$ cat config.mk
export PLATFORM = sky130hd
export DESIGN_NAME = axi_master_cmd
export DESIGN_NICKNAME = d
export VERILOG_FILES = /design/src/rtl/axi_master_cmd.sv
export SDC_FILE = /design/constraint.sdc
export NUM_CORES = 1
export LEC_CHECK = 0
export CAP_MARGIN = 20
export CORE_MARGIN = 8
export CORE_UTILIZATION = 40
export CTS_CLUSTER_SIZE = 28
export DETAILED_ROUTE_END_ITERATION = 8
export GPL_TIMING_DRIVEN = 0
export PLACE_DENSITY = 0.83
export SYNTH_ARGS = -nofsm -noshare
export SYNTH_HDL_FRONTEND = slang
export SYNTH_SLANG_ARGS = --single-unit
$ cat constraint.sdc
create_clock -name aclk -period 2 [get_ports aclk]
set_input_delay 0.6 -clock aclk [delete_from_list [all_inputs] [get_ports aclk]]
set_output_delay 0.6 -clock aclk [all_outputs]
set_load 0.03 [all_outputs]
$ cat src/rtl/axi_master_cmd.sv
// axi_master_cmd
//   Single-outstanding AXI4-Lite master. Takes one-beat read/write commands
//   on a valid/ready stream, runs them as AW/W/B or AR/R transactions, and
//   hands back the slave's response on a valid/ready response stream.
//
// Ports
//   aclk, areset         clock and synchronous active-high reset
//   cmd_*                command stream (valid/ready, write flag, addr, data, strobes)
//   rsp_*                response stream (valid/ready, write echo, read data, resp code)
//   busy                 high whenever a command is in flight
//   m_axi_*              AXI4-Lite master interface (AW, W, B, AR, R channels)
//
// Every output is driven from a register, so there are no combinational
// paths from AXI inputs to AXI outputs. cmd_ready is decoded straight from
// the state register.
module axi_master_cmd #(
  parameter int unsigned C_M_AXI_DATA_WIDTH = 32,
  parameter int unsigned C_M_AXI_ADDR_WIDTH = 32,
  parameter logic [2:0]  C_AXPROT           = 3'b000
) (
  input  logic                            aclk,
  input  logic                            areset,

  input  logic                            cmd_valid,
  output logic                            cmd_ready,
  input  logic                            cmd_write,
  input  logic [C_M_AXI_ADDR_WIDTH-1:0]   cmd_addr,
  input  logic [C_M_AXI_DATA_WIDTH-1:0]   cmd_wdata,
  input  logic [C_M_AXI_DATA_WIDTH/8-1:0] cmd_wstrb,

  output logic                            rsp_valid,
  input  logic                            rsp_ready,
  output logic                            rsp_write,
  output logic [C_M_AXI_DATA_WIDTH-1:0]   rsp_rdata,
  output logic [1:0]                      rsp_resp,

  output logic                            busy,

  output logic [C_M_AXI_ADDR_WIDTH-1:0]   m_axi_awaddr,
  output logic [2:0]                      m_axi_awprot,
  output logic                            m_axi_awvalid,
  input  logic                            m_axi_awready,
  output logic [C_M_AXI_DATA_WIDTH-1:0]   m_axi_wdata,
  output logic [C_M_AXI_DATA_WIDTH/8-1:0] m_axi_wstrb,
  output logic                            m_axi_wvalid,
  input  logic                            m_axi_wready,
  input  logic [1:0]                      m_axi_bresp,
  input  logic                            m_axi_bvalid,
  output logic                            m_axi_bready,
  output logic [C_M_AXI_ADDR_WIDTH-1:0]   m_axi_araddr,
  output logic [2:0]                      m_axi_arprot,
  output logic                            m_axi_arvalid,
  input  logic                            m_axi_arready,
  input  logic [C_M_AXI_DATA_WIDTH-1:0]   m_axi_rdata,
  input  logic [1:0]                      m_axi_rresp,
  input  logic                            m_axi_rvalid,
  output logic                            m_axi_rready
);

  localparam int unsigned STRB_W = C_M_AXI_DATA_WIDTH / 8;

  typedef enum logic [2:0] {
    ST_IDLE,
    ST_WR,
    ST_WR_RESP,
    ST_RD_ADDR,
    ST_RD_DATA,
    ST_RSP
  } state_t;

  state_t                        state_reg,     state_next;
  logic [C_M_AXI_ADDR_WIDTH-1:0] awaddr_reg,    awaddr_next;
  logic [C_M_AXI_ADDR_WIDTH-1:0] araddr_reg,    araddr_next;
  logic [C_M_AXI_DATA_WIDTH-1:0] wdata_reg,     wdata_next;
  logic [STRB_W-1:0]             wstrb_reg,     wstrb_next;
  logic                          awvalid_reg,   awvalid_next;
  logic                          wvalid_reg,    wvalid_next;
  logic                          bready_reg,    bready_next;
  logic                          arvalid_reg,   arvalid_next;
  logic                          rready_reg,    rready_next;
  logic                          rsp_valid_reg, rsp_valid_next;
  logic                          rsp_write_reg, rsp_write_next;
  logic [C_M_AXI_DATA_WIDTH-1:0] rsp_rdata_reg, rsp_rdata_next;
  logic [1:0]                    rsp_resp_reg,  rsp_resp_next;
  logic                          busy_reg,      busy_next;

  // A channel is still waiting if its valid is up and the slave is not
  // taking it on this edge. AW and W retire independently.
  logic aw_waiting;
  logic w_waiting;
  assign aw_waiting = awvalid_reg && !m_axi_awready;
  assign w_waiting  = wvalid_reg  && !m_axi_wready;

  always_ff @(posedge aclk) begin
    if (areset) begin
      state_reg     <= ST_IDLE;
      awaddr_reg    <= '0;
      araddr_reg    <= '0;
      wdata_reg     <= '0;
      wstrb_reg     <= '0;
      awvalid_reg   <= 1'b0;
      wvalid_reg    <= 1'b0;
      bready_reg    <= 1'b0;
      arvalid_reg   <= 1'b0;
      rready_reg    <= 1'b0;
      rsp_valid_reg <= 1'b0;
      rsp_write_reg <= 1'b0;
      rsp_rdata_reg <= '0;
      rsp_resp_reg  <= 2'b00;
      busy_reg      <= 1'b0;
    end else begin
      state_reg     <= state_next;
      awaddr_reg    <= awaddr_next;
      araddr_reg    <= araddr_next;
      wdata_reg     <= wdata_next;
      wstrb_reg     <= wstrb_next;
      awvalid_reg   <= awvalid_next;
      wvalid_reg    <= wvalid_next;
      bready_reg    <= bready_next;
      arvalid_reg   <= arvalid_next;
      rready_reg    <= rready_next;
      rsp_valid_reg <= rsp_valid_next;
      rsp_write_reg <= rsp_write_next;
      rsp_rdata_reg <= rsp_rdata_next;
      rsp_resp_reg  <= rsp_resp_next;
      busy_reg      <= busy_next;
    end
  end

  always_comb begin
    state_next     = state_reg;
    awaddr_next    = awaddr_reg;
    araddr_next    = araddr_reg;
    wdata_next     = wdata_reg;
    wstrb_next     = wstrb_reg;
    awvalid_next   = awvalid_reg;
    wvalid_next    = wvalid_reg;
    bready_next    = bready_reg;
    arvalid_next   = arvalid_reg;
    rready_next    = rready_reg;
    rsp_valid_next = rsp_valid_reg;
    rsp_write_next = rsp_write_reg;
    rsp_rdata_next = rsp_rdata_reg;
    rsp_resp_next  = rsp_resp_reg;

    case (state_reg)
      ST_IDLE: begin
        // cmd_ready is implied in this state.
        if (cmd_valid) begin
          if (cmd_write) begin
            awaddr_next  = cmd_addr;
            wdata_next   = cmd_wdata;
            wstrb_next   = cmd_wstrb;
            awvalid_next = 1'b1;
            wvalid_next  = 1'b1;
            state_next   = ST_WR;
          end else begin
            araddr_next  = cmd_addr;
            arvalid_next = 1'b1;
            state_next   = ST_RD_ADDR;
          end
        end
      end

      ST_WR: begin
        awvalid_next = aw_waiting;
        wvalid_next  = w_waiting;
        if (!aw_waiting && !w_waiting) begin
          bready_next = 1'b1;
          state_next  = ST_WR_RESP;
        end
      end

      ST_WR_RESP: begin
        if (m_axi_bvalid) begin
          bready_next    = 1'b0;
          rsp_valid_next = 1'b1;
          rsp_write_next = 1'b1;
          rsp_rdata_next = '0;
          rsp_resp_next  = m_axi_bresp;
          state_next     = ST_RSP;
        end
      end

      ST_RD_ADDR: begin
        if (m_axi_arready) begin
          arvalid_next = 1'b0;
          rready_next  = 1'b1;
          state_next   = ST_RD_DATA;
        end
      end

      ST_RD_DATA: begin
        if (m_axi_rvalid) begin
          rready_next    = 1'b0;
          rsp_valid_next = 1'b1;
          rsp_write_next = 1'b0;
          rsp_rdata_next = m_axi_rdata;
          rsp_resp_next  = m_axi_rresp;
          state_next     = ST_RSP;
        end
      end

      ST_RSP: begin
        // Return to IDLE only; the next command is taken a cycle later.
        if (rsp_ready) begin
          rsp_valid_next = 1'b0;
          state_next     = ST_IDLE;
        end
      end

      default: begin
        state_next = ST_IDLE;
      end
    endcase

    busy_next = (state_next != ST_IDLE);
  end

  assign cmd_ready     = (state_reg == ST_IDLE);
  assign busy          = busy_reg;

  assign rsp_valid     = rsp_valid_reg;
  assign rsp_write     = rsp_write_reg;
  assign rsp_rdata     = rsp_rdata_reg;
  assign rsp_resp      = rsp_resp_reg;

  assign m_axi_awaddr  = awaddr_reg;
  assign m_axi_awprot  = C_AXPROT;
  assign m_axi_awvalid = awvalid_reg;
  assign m_axi_wdata   = wdata_reg;
  assign m_axi_wstrb   = wstrb_reg;
  assign m_axi_wvalid  = wvalid_reg;
  assign m_axi_bready  = bready_reg;
  assign m_axi_araddr  = araddr_reg;
  assign m_axi_arprot  = C_AXPROT;
  assign m_axi_arvalid = arvalid_reg;
  assign m_axi_rready  = rready_reg;

endmodule
==> results of run 1 <==
cells by family (layout without fill, tap and decap cells):
group / Yosys count / in the layout / share of synthesized area
AOI/OAI and AO/OA: 161 / 161 / 0.161
buffers and inverters: 61 / 348 / 0.0574
and+or+nand+nor: 296 / 296 / 0.231
DFF: 145 / 145 / 0.550
other: 1 / 6 / 0.000710
layout make-up:
class                      count  area, sq um  share of cell area
tap                          176          220              0.0257
timing repair buffer         255         2370               0.277
buffer                        58          304              0.0355
sequential                   145         2900               0.339
clock buffer                  19          443              0.0517
clock inverter                13          208              0.0243
inverter                       3         11.3             0.00132
multi-input combinational    463         2100               0.245
worst max-delay path, delay by kind of cell, from the launching register on:
family / cells / cell delay, ps
flops: 1 / 300
buf+inv: 3 / 510
simple gates: 1 / 100
cell usage after synthesis (4+ instances only):
master | instances | area, sq um
nand3_1 | 33 | 165
clkbuf_1 | 29 | 109
dfxtp_1 | 145 | 2900
nor2_1 | 6 | 22.5
buf_4 | 8 | 60.1
a21oi_1 | 141 | 706
nand2b_1 | 7 | 43.8
nand2_1 | 240 | 901
o21ai_0 | 4 | 20.0
buf_2 | 17 | 85.1
metrics by stage:
stage / cell area [sq um] / hold slack, ps / utilization / setup slack [ps] / cells
final: 8560 / 444 / 0.654 / 86.3 / 1132
after floorplan: 5300 / 541 / - / 120 / 669
after detailed placement: 8070 / 442 / 0.617 / -391 / 1100
after global placement: 8070 / 437 / 0.617 / -343 / 1100
after global routing: 8560 / 457 / 0.654 / -0.144 / 1132
after CTS: 8550 / 448 / 0.653 / 14.7 / 1132
final timing paths:
path	from	end	slack (ps)	depth (start not counted)
hold / removal	rsp_rdata[13]	rsp_rdata[13]	440	2
setup / recovery	state_reg[0]	cmd_ready	90	4
setup reg to reg	state_reg[1]	rsp_rdata[21]	190	6
hold reg to reg	rsp_rdata[13]	rsp_rdata[13]	440	2
routing by layer:
layer	GRT usage	part of all wire
met5	0	0
met4	0.0925	0.023
met3	0.0800	0.096
met2	0.364	0.49
met1	0.228	0.39
what timing repair did:
item,CTS,global route
endpoints found under the hold margin,0,0
endpoints found under the setup margin,143,62
pin swaps,0,0
resized for setup,152,4
power breakdown:
| group | internal (W) | total, W | switching [W] |
|---|---|---|---|
| logic | 0.000640 | 0.00173 | 0.00109 |
| clock network | 0.00225 | 0.00347 | 0.00122 |
| registers | 0.00309 | 0.00318 | 0.0000917 |
==> flow_summary.toml, run 1 <==
[die]
rows = 42
core_sq_mm = 0.0131
dieWidth_microns = 131
initial_core_util = 0.403
die_h_microns = 131
dieArea_sq_mm = 0.0171
pin_count = 263

[routing]
num_vias = 5497
dr.pass1.iters = 4
drc = 0
drt_iter0_drc = 199
viasPerCell = 4.86
wirelength_microns = 18400
detail-route-antenna-nets = 0
wire_per_inst_microns = 16.2

[clocking]
hold_buffers = 0
cts_setup_buffers = 0
clock_path_buffers = 2
root_buffer = "clkbuf_16"
cts_buffers = 17
clock_sinks = 145
insertion_delay_ps = 410
clkSlewWorstSetupHoldPaths_ps = 60
h-tree-depth = 4
cts_tree = "done"

[setup_path]
cp_max_fo = 10
cpPeakStageDelay_ps = 300
worstPathRequired_ps = 1400
crit_path_end_kind = "primary output"
crit_path_start_kind = "flip-flop"
path_class = "flip-flop to primary output"
worstPathCellList = "buf_2, buf_6, nor3_2, buf_4"
cp_slowest_cell = "dfxtp_1"
critPathArrivalTime_ps = 1310

[placed_design]
hpwl_microns = 13800
port_buffers = 255
gp_congestion = 0.831

[sta]
tightest_slew_ps = 678
clock_skew_ps = 8.84
slew_violations = 0
post-route-min-period_ps = 1910
maxSlewHeadroom = 0.548
finalCritPeriodShare = 0.957
hold_viol = 0
setup_tns_ps = 0
setup_viol = 0
fmax_mhz = 523

[power]
irDropWorstVdd_mv = 0.779
total_power_w = 0.00838
leakagePower_nw = 3.74
power.density_mw_per_mm2 = 978

[final_layout]
final_common_cell = "nand2_1"
antennaDiodeCount = 0
area_growth_pct = 62.2
final_nets = 1057
drive_gt1_frac = 0.0690
fill_cells = 1182
most-common-layout-cells = "nand2_1, dfxtp_1, dlygate4sd2_1, a21oi_1, clkdlybuf4s50_1"

[logic_synthesis]
synth_enable_flop_cells = 0
seq_area_frac_synth = 0.550
synth_area_sq_mm = 0.00528
ys_types = 33
synth_ff_type = "dfxtp_1"
synthArstFlopShare = 0
yosys_warnings = 0
ys_seq_elements = 145
avgSynthCellArea_sq_um = 7.95
syn_inst = 664

[min_path]
hold_class = "flip-flop to flip-flop"

[grt]
first_global_vias = 5285
gr-total-overflow = 0
grt_max_degree = 17
grt_pass1_wl_microns = 28000
track_usage = 0.212
antenna_found_initial = 0

[outcome]
outcome = "completed"

[run]
cap_violations = 0
Power figures use the tool's default switching activity.
==> run 2, diff against run 1 <==
--- a/config.mk
+++ b/config.mk
@@ -5,7 +5,6 @@
 export SDC_FILE = /design/constraint.sdc
 export NUM_CORES = 1
 export LEC_CHECK = 0
-export CAP_MARGIN = 20
 export CORE_MARGIN = 8
 export CORE_UTILIZATION = 40
 export CTS_CLUSTER_SIZE = 28
==> results of run 2 <==
Same layout as run 1: the final DEF is identical, and so are final timing and power.
==> run 3, diff against run 2 <==
--- a/config.mk
+++ b/config.mk
@@ -11,6 +11,7 @@
 export DETAILED_ROUTE_END_ITERATION = 8
 export GPL_TIMING_DRIVEN = 0
 export PLACE_DENSITY = 0.83
+export SKIP_CTS_REPAIR_TIMING = 1
 export SYNTH_ARGS = -nofsm -noshare
 export SYNTH_HDL_FRONTEND = slang
 export SYNTH_SLANG_ARGS = --single-unit
==> run 3 against run 2 <==
Against the previous run: largest power group unchanged; core utilization grew 4.0 points; count of clock-buffer cells in the layout unchanged; the flow now finishes with violations (setup timing); combinational power rose by 6%; clock power about the same; critical path depth unchanged; first-iteration DRC count increased by 21%; sequential power about the same; critical endpoint unchanged; largest cell class is now non-clock buffers; worst setup slack worse by 150 ps; fmax is 7.1% lower; wire length up 5.6%; cell count did not move; via count up 1.5%.
==> flow_summary.toml, run 3 (synthesis results as in run 1) <==
[clocking]
insertion_delay_ps = 420
cts_tree = "done"
clock_path_buffers = 2
root_buffer = "clkbuf_16"
h-tree-depth = 4
cts_buffers = 17
clock_sinks = 145
clkSlewWorstSetupHoldPaths_ps = 60

[power]
swShare = 0.286
internal_power_w = 0.00606
seqPwrFrac = 0.375
p_sw_w = 0.00243
clockPowerShare = 0.410
power.density_mw_per_mm2 = 936
irDropWorstVdd_mv = 0.786
leakagePower_nw = 5.62
comb_power_share = 0.216

[setup_path]
timing.rr.start = "state_reg[2]"
worstPathRequired_ps = 1400
reg2reg_to = "m_axi_araddr[15]"
crit_path_end_kind = "primary output"
path_class = "flip-flop to primary output"
critPathArrivalTime_ps = 1460
cp_max_fo = 10
reg2regPathDepth = 7
crit_path_start_kind = "flip-flop"
r2r_setup_slack_ps = 200

[grt]
antenna_found_initial = 0
gr-total-overflow = 0
track_usage = 0.212
grt_max_degree = 17
first_global_vias = 5292
grt_pass1_wl_microns = 28000

[min_path]
hold_start = "rsp_rdata[11]"
hold_class = "flip-flop to flip-flop"
hold_end = "rsp_rdata[11]"
hold_depth = 2

[routing]
drt_iter0_drc = 241
detail-route-antenna-nets = 0
wire_per_inst_microns = 17.1
num_vias = 5580
viasPerCell = 4.93
dr.pass1.iters = 6
wirelength_microns = 19400
drc = 0

[run]
cap_violations = 0

[final_layout]
fill_cells = 983
final_common_cell = "nand2_1"
drive_gt1_frac = 0.0680
area_growth_pct = 72.0
ff_latch_area_sq_mm = 0.00290
most-common-layout-cells = "nand2_1, dfxtp_1, dlymetal6s2s_1, a21oi_1, clkdlybuf4s50_1"
final_nets = 1057
multi_input_area_sq_mm = 0.00209
antennaDiodeCount = 0

[die]
pin_count = 263
die_h_microns = 131
rows = 42
dieWidth_microns = 131
core_sq_mm = 0.0131
initial_core_util = 0.403
dieArea_sq_mm = 0.0171

[sta]
hold_viol = 0
maxSlewHeadroom = 0.531
grt_setup_unrepaired = "true"
fmax_mhz = 485
setup_viol = 1
clock_skew_ps = 8.42
tightest_slew_ps = 704
slew_violations = 0
post-route-min-period_ps = 2060
setup_ws_ps = -59.9
finalCritPeriodShare = 1.03
fin_hold_ws_ps = 446

[placed_design]
place_ws_ps = -391
port_buffers = 255
hpwl_microns = 13800
gp_congestion = 0.831

[outcome]
violations = "setup timing"
outcome = "complete, but fails checks"
## run 3: changes by cell type in the layout (fill, tap and decap cells not counted), sizes merged
cell | previous run | this run
buf | 28 | 27
dlymetal6s2s | 0 | 142
dlygate4sd2 | 142 | 0
clkbuf | 50 | 51
## run 3: how the worst max path moves through the flow
| stage | end | start | slack [ps] |
|---|---|---|---|
| after floorplan | cmd_ready | state_reg[0] | 120 |
| final | cmd_ready | state_reg[0] | -60 |
| after CTS | cmd_ready | state_reg[0] | -640 |
| after global routing | cmd_ready | state_reg[0] | -140 |
| after global placement | m_axi_awaddr[6] | cmd_valid | -340 |
| after detailed placement | m_axi_awaddr[3] | cmd_valid | -390 |
## run 3: cell type report
cell class              instances  share of cell area
repair buffers                255               0.320
clock buffers                  19              0.0488
multi-input cells             463               0.231
inverters                       3             0.00124
plain buffers                  58              0.0328
clock inverters                13              0.0229
flip-flops and latches        145               0.320
well taps                     176              0.0243
## run 3: power by group through the flow
stage	combinational, W	sequential [W]	clock, W
2_1_floorplan	0.000641	0.00361	0
3_3_place_gp	0.00184	0.00324	0
3_5_place_dp	0.00185	0.00325	0
4_1_cts	0.00186	0.00319	0.00353
5_1_grt	0.00197	0.00321	0.00367
6_report	0.00183	0.00318	0.00348
## run 3: worst max-delay path, stage by stage, from the launching register on
cell and delay (ps):
dfxtp_1 300, buf_2 170, clkbuf_2 200, nor3_1 150, buf_2 230
## run 3: stage by stage
stage | TNS (ps) | instance area (sq um) | instances | total power [W] | util
6_report | -59.9 | 9080 | 1132 | 0.00850 | 0.694
5_1_grt | -189 | 9080 | 1132 | 0.00885 | 0.694
4_1_cts | -8020 | 8720 | 1132 | 0.00858 | 0.666
3_5_place_dp | -43140 | 8070 | 1100 | 0.00510 | 0.617
3_3_place_gp | -38670 | 8070 | 1100 | 0.00508 | 0.617
2_1_floorplan | 0 | 5300 | 669 | 0.00425 | -
## run 3: layer usage
metal | up-vias | part of all wire | GRT usage
met4 | 0 | 0.031 | 0.0925
met3 | 41 | 0.092 | 0.0808
met1 | 2567 | 0.39 | 0.228
li1 | 2741 | - | -
met5 | - | 0 | 0
met2 | 231 | 0.49 | 0.364
==> RTL edit, RTL diff (flow settings as in run 1) <==
`C_M_AXI_ADDR_WIDTH`: 32 -> 40.
--- a/src/rtl/axi_master_cmd.sv
+++ b/src/rtl/axi_master_cmd.sv
@@ -15,7 +15,7 @@
 // the state register.
 module axi_master_cmd #(
   parameter int unsigned C_M_AXI_DATA_WIDTH = 32,
-  parameter int unsigned C_M_AXI_ADDR_WIDTH = 32,
+  parameter int unsigned C_M_AXI_ADDR_WIDTH = 40,
   parameter logic [2:0]  C_AXPROT           = 3'b000
 ) (
   input  logic                            aclk,
Interface: changed (resized cmd_addr, m_axi_araddr and m_axi_awaddr); port bits go from 263 to 287. No check against the original RTL was run, so the function may have changed too.
==> RTL edit against run 1 <==
Sequential share of layout area fell by 0.25 points. Power rose by 5.4%. Count of clock-buffer cells in the layout rose by 1. Sequential cell count rose by 16. Routed wire length rose by 11%. Synthesized area rose by 15%. Worst setup slack got worse by 0.018 ns. Design area rose by 12%. Critical endpoint unchanged. Highest routed layer unchanged.
==> RTL edit: results (changes against run 1) <==
** Power and ir drop
- Design Power :: 8.83 mW (+5.4%)
- The part of the power in registers was 40.2% (+2.2 points).
- Max VDD drop :: 0.498 mV (-36%)
- Clock network power share :: 37.5% (-3.9 points)
- The leakage power summed over all cells came to 4.23 nW (+13%).

** Routing
- The total wirelength of the detailed-routed design is 20,400 um (+11%).
- The number of vias after detailed routing came to 5,916 (+7.6%).
- The DRC violation total after the first TritonRoute iteration is 238 (+20%).
- Detailed-routing wirelength on met1 :: 8120 um (+13%)

** Worst setup path
- Slowest stage cell, crit path :: sky130_fd_sc_hd__dfxtp_2
- CP Data Arrival Time :: 1.33 ns (+0.02 ns)
- On the critical path the largest part of the delay comes from flip-flops.
- Maximum single-stage delay on the critical path :: 0.35 ns (+0.05 ns)

** Status
- Status :: completed

** STA
- Worst Tran Pin Value :: 0.728 ns (+0.0499 ns)

** Layout
- The number of clock buffer instances in the layout is 20 (+1).
- Fraction of area in clock buffers and inverters :: 6.32% (-1.3 points)
- Layout cells sized above 1 :: 6.88% (-0.027 points)
- Fraction of area in multi-input gates :: 26.8% (+2.3 points)
- The filler cell count in the final layout came to 1,316 (+11%).
- The number of inverters outside the clock class in the layout was 2 (-1).
- The sequential cell area is 3230 um2 (+11%).
- The data-path buffer share of cell area in the final layout is 30.7% (-0.54 points).
- The final cell count without fillers was 1,235 (+9.1%).
- Multi-In Gates :: 514 (+11%)
- The non-clock buffer total of the final layout is 338 (+8.0%).

** Logic synthesis
- Commonest cells in the synthesized netlist :: sky130_fd_sc_hd__nand2_1, sky130_fd_sc_hd__dfxtp_1, sky130_fd_sc_hd__a21oi_1
- The cell count after synthesis came to 731 (+10%).
- Sequential-to-total area share from yosys stat :: 53.2% (-1.8 points)
- The distinct cell type count of the synthesized netlist is 35 (+6.1%).
- Ranked by total cell area, the synthesized netlist is headed by sky130_fd_sc_hd__dfxtp_1, sky130_fd_sc_hd__nand2_1, sky130_fd_sc_hd__a21oi_1, sky130_fd_sc_hd__mux2i_1, sky130_fd_sc_hd__and2_1.

** Global route
- The met3 track demand over resource was 8.40% (+0.40 points).
- The met2 track demand over resource in global routing is 36.3% (-0.15 points).
- The via count of the first global-routing pass is 6,175 (+17%).
- Fraction of met1 tracks used by global routing :: 23.1% (+0.23 points)
- Combined global-route utilization of all metal layers :: 21.1% (-0.12 points)

** Placed design
- The worst slack after detailed placement came to -0.643 ns (-0.252 ns).
- The half-perimeter wire length after placement was 15,700 um (+14%).
- Placer congestion estimate :: 0.843 (+1.4%)
- The cell area reported after detailed placement is 9100 um2 (+13%).
- The number of I/O port buffers came to 279 (+9.4%).

** Clock network
- The number of gates given a new drive strength after cts was 173 (+14%).
- Clock latency on the worst-skew pair, taken at its later pin, is about 0.42 ns.
- Number of clock sinks :: 161 (+11%)
- Number of clock buffers inserted by TritonCTS :: 17 (unchanged)

** Hold path
- The startpoint identified for the worst hold timing path is m_axi_araddr[24].
-- RTL edit: cell count changes after synthesis, moves of 9 or more --
cell and delta:
sky130_fd_sc_hd__buf_2 -9, sky130_fd_sc_hd__nand3_1 -32, sky130_fd_sc_hd__and2_1 +33, sky130_fd_sc_hd__buf_4 +10, sky130_fd_sc_hd__nor2_1 +34, sky130_fd_sc_hd__mux2i_1 +35
sky130_fd_sc_hd__dfxtp_1 +16, sky130_fd_sc_hd__a21oi_1 -16
-- RTL edit: worst paths after layout --
kind,end,slack (ns),depth (start not counted)
min,m_axi_araddr[24],0.45,2
max reg2reg,m_axi_araddr[33],0.36,5
max,cmd_ready,0.07,3
min reg2reg,m_axi_araddr[24],0.45,2
-- RTL edit: logic make-up (layout without fill, tap and decap cells) --
kind of cell           Yosys count  count (layout)  share of synthesized area [%]
AO/OA/AOI/OAI                  142             142                           12.4
other                            1               6                         0.0619
buffers and inverters           61             372                           5.19
AND/OR/NAND/NOR                331             331                           23.3
multiplexers                    35              35                           5.79
flip-flops                     161             161                           53.2
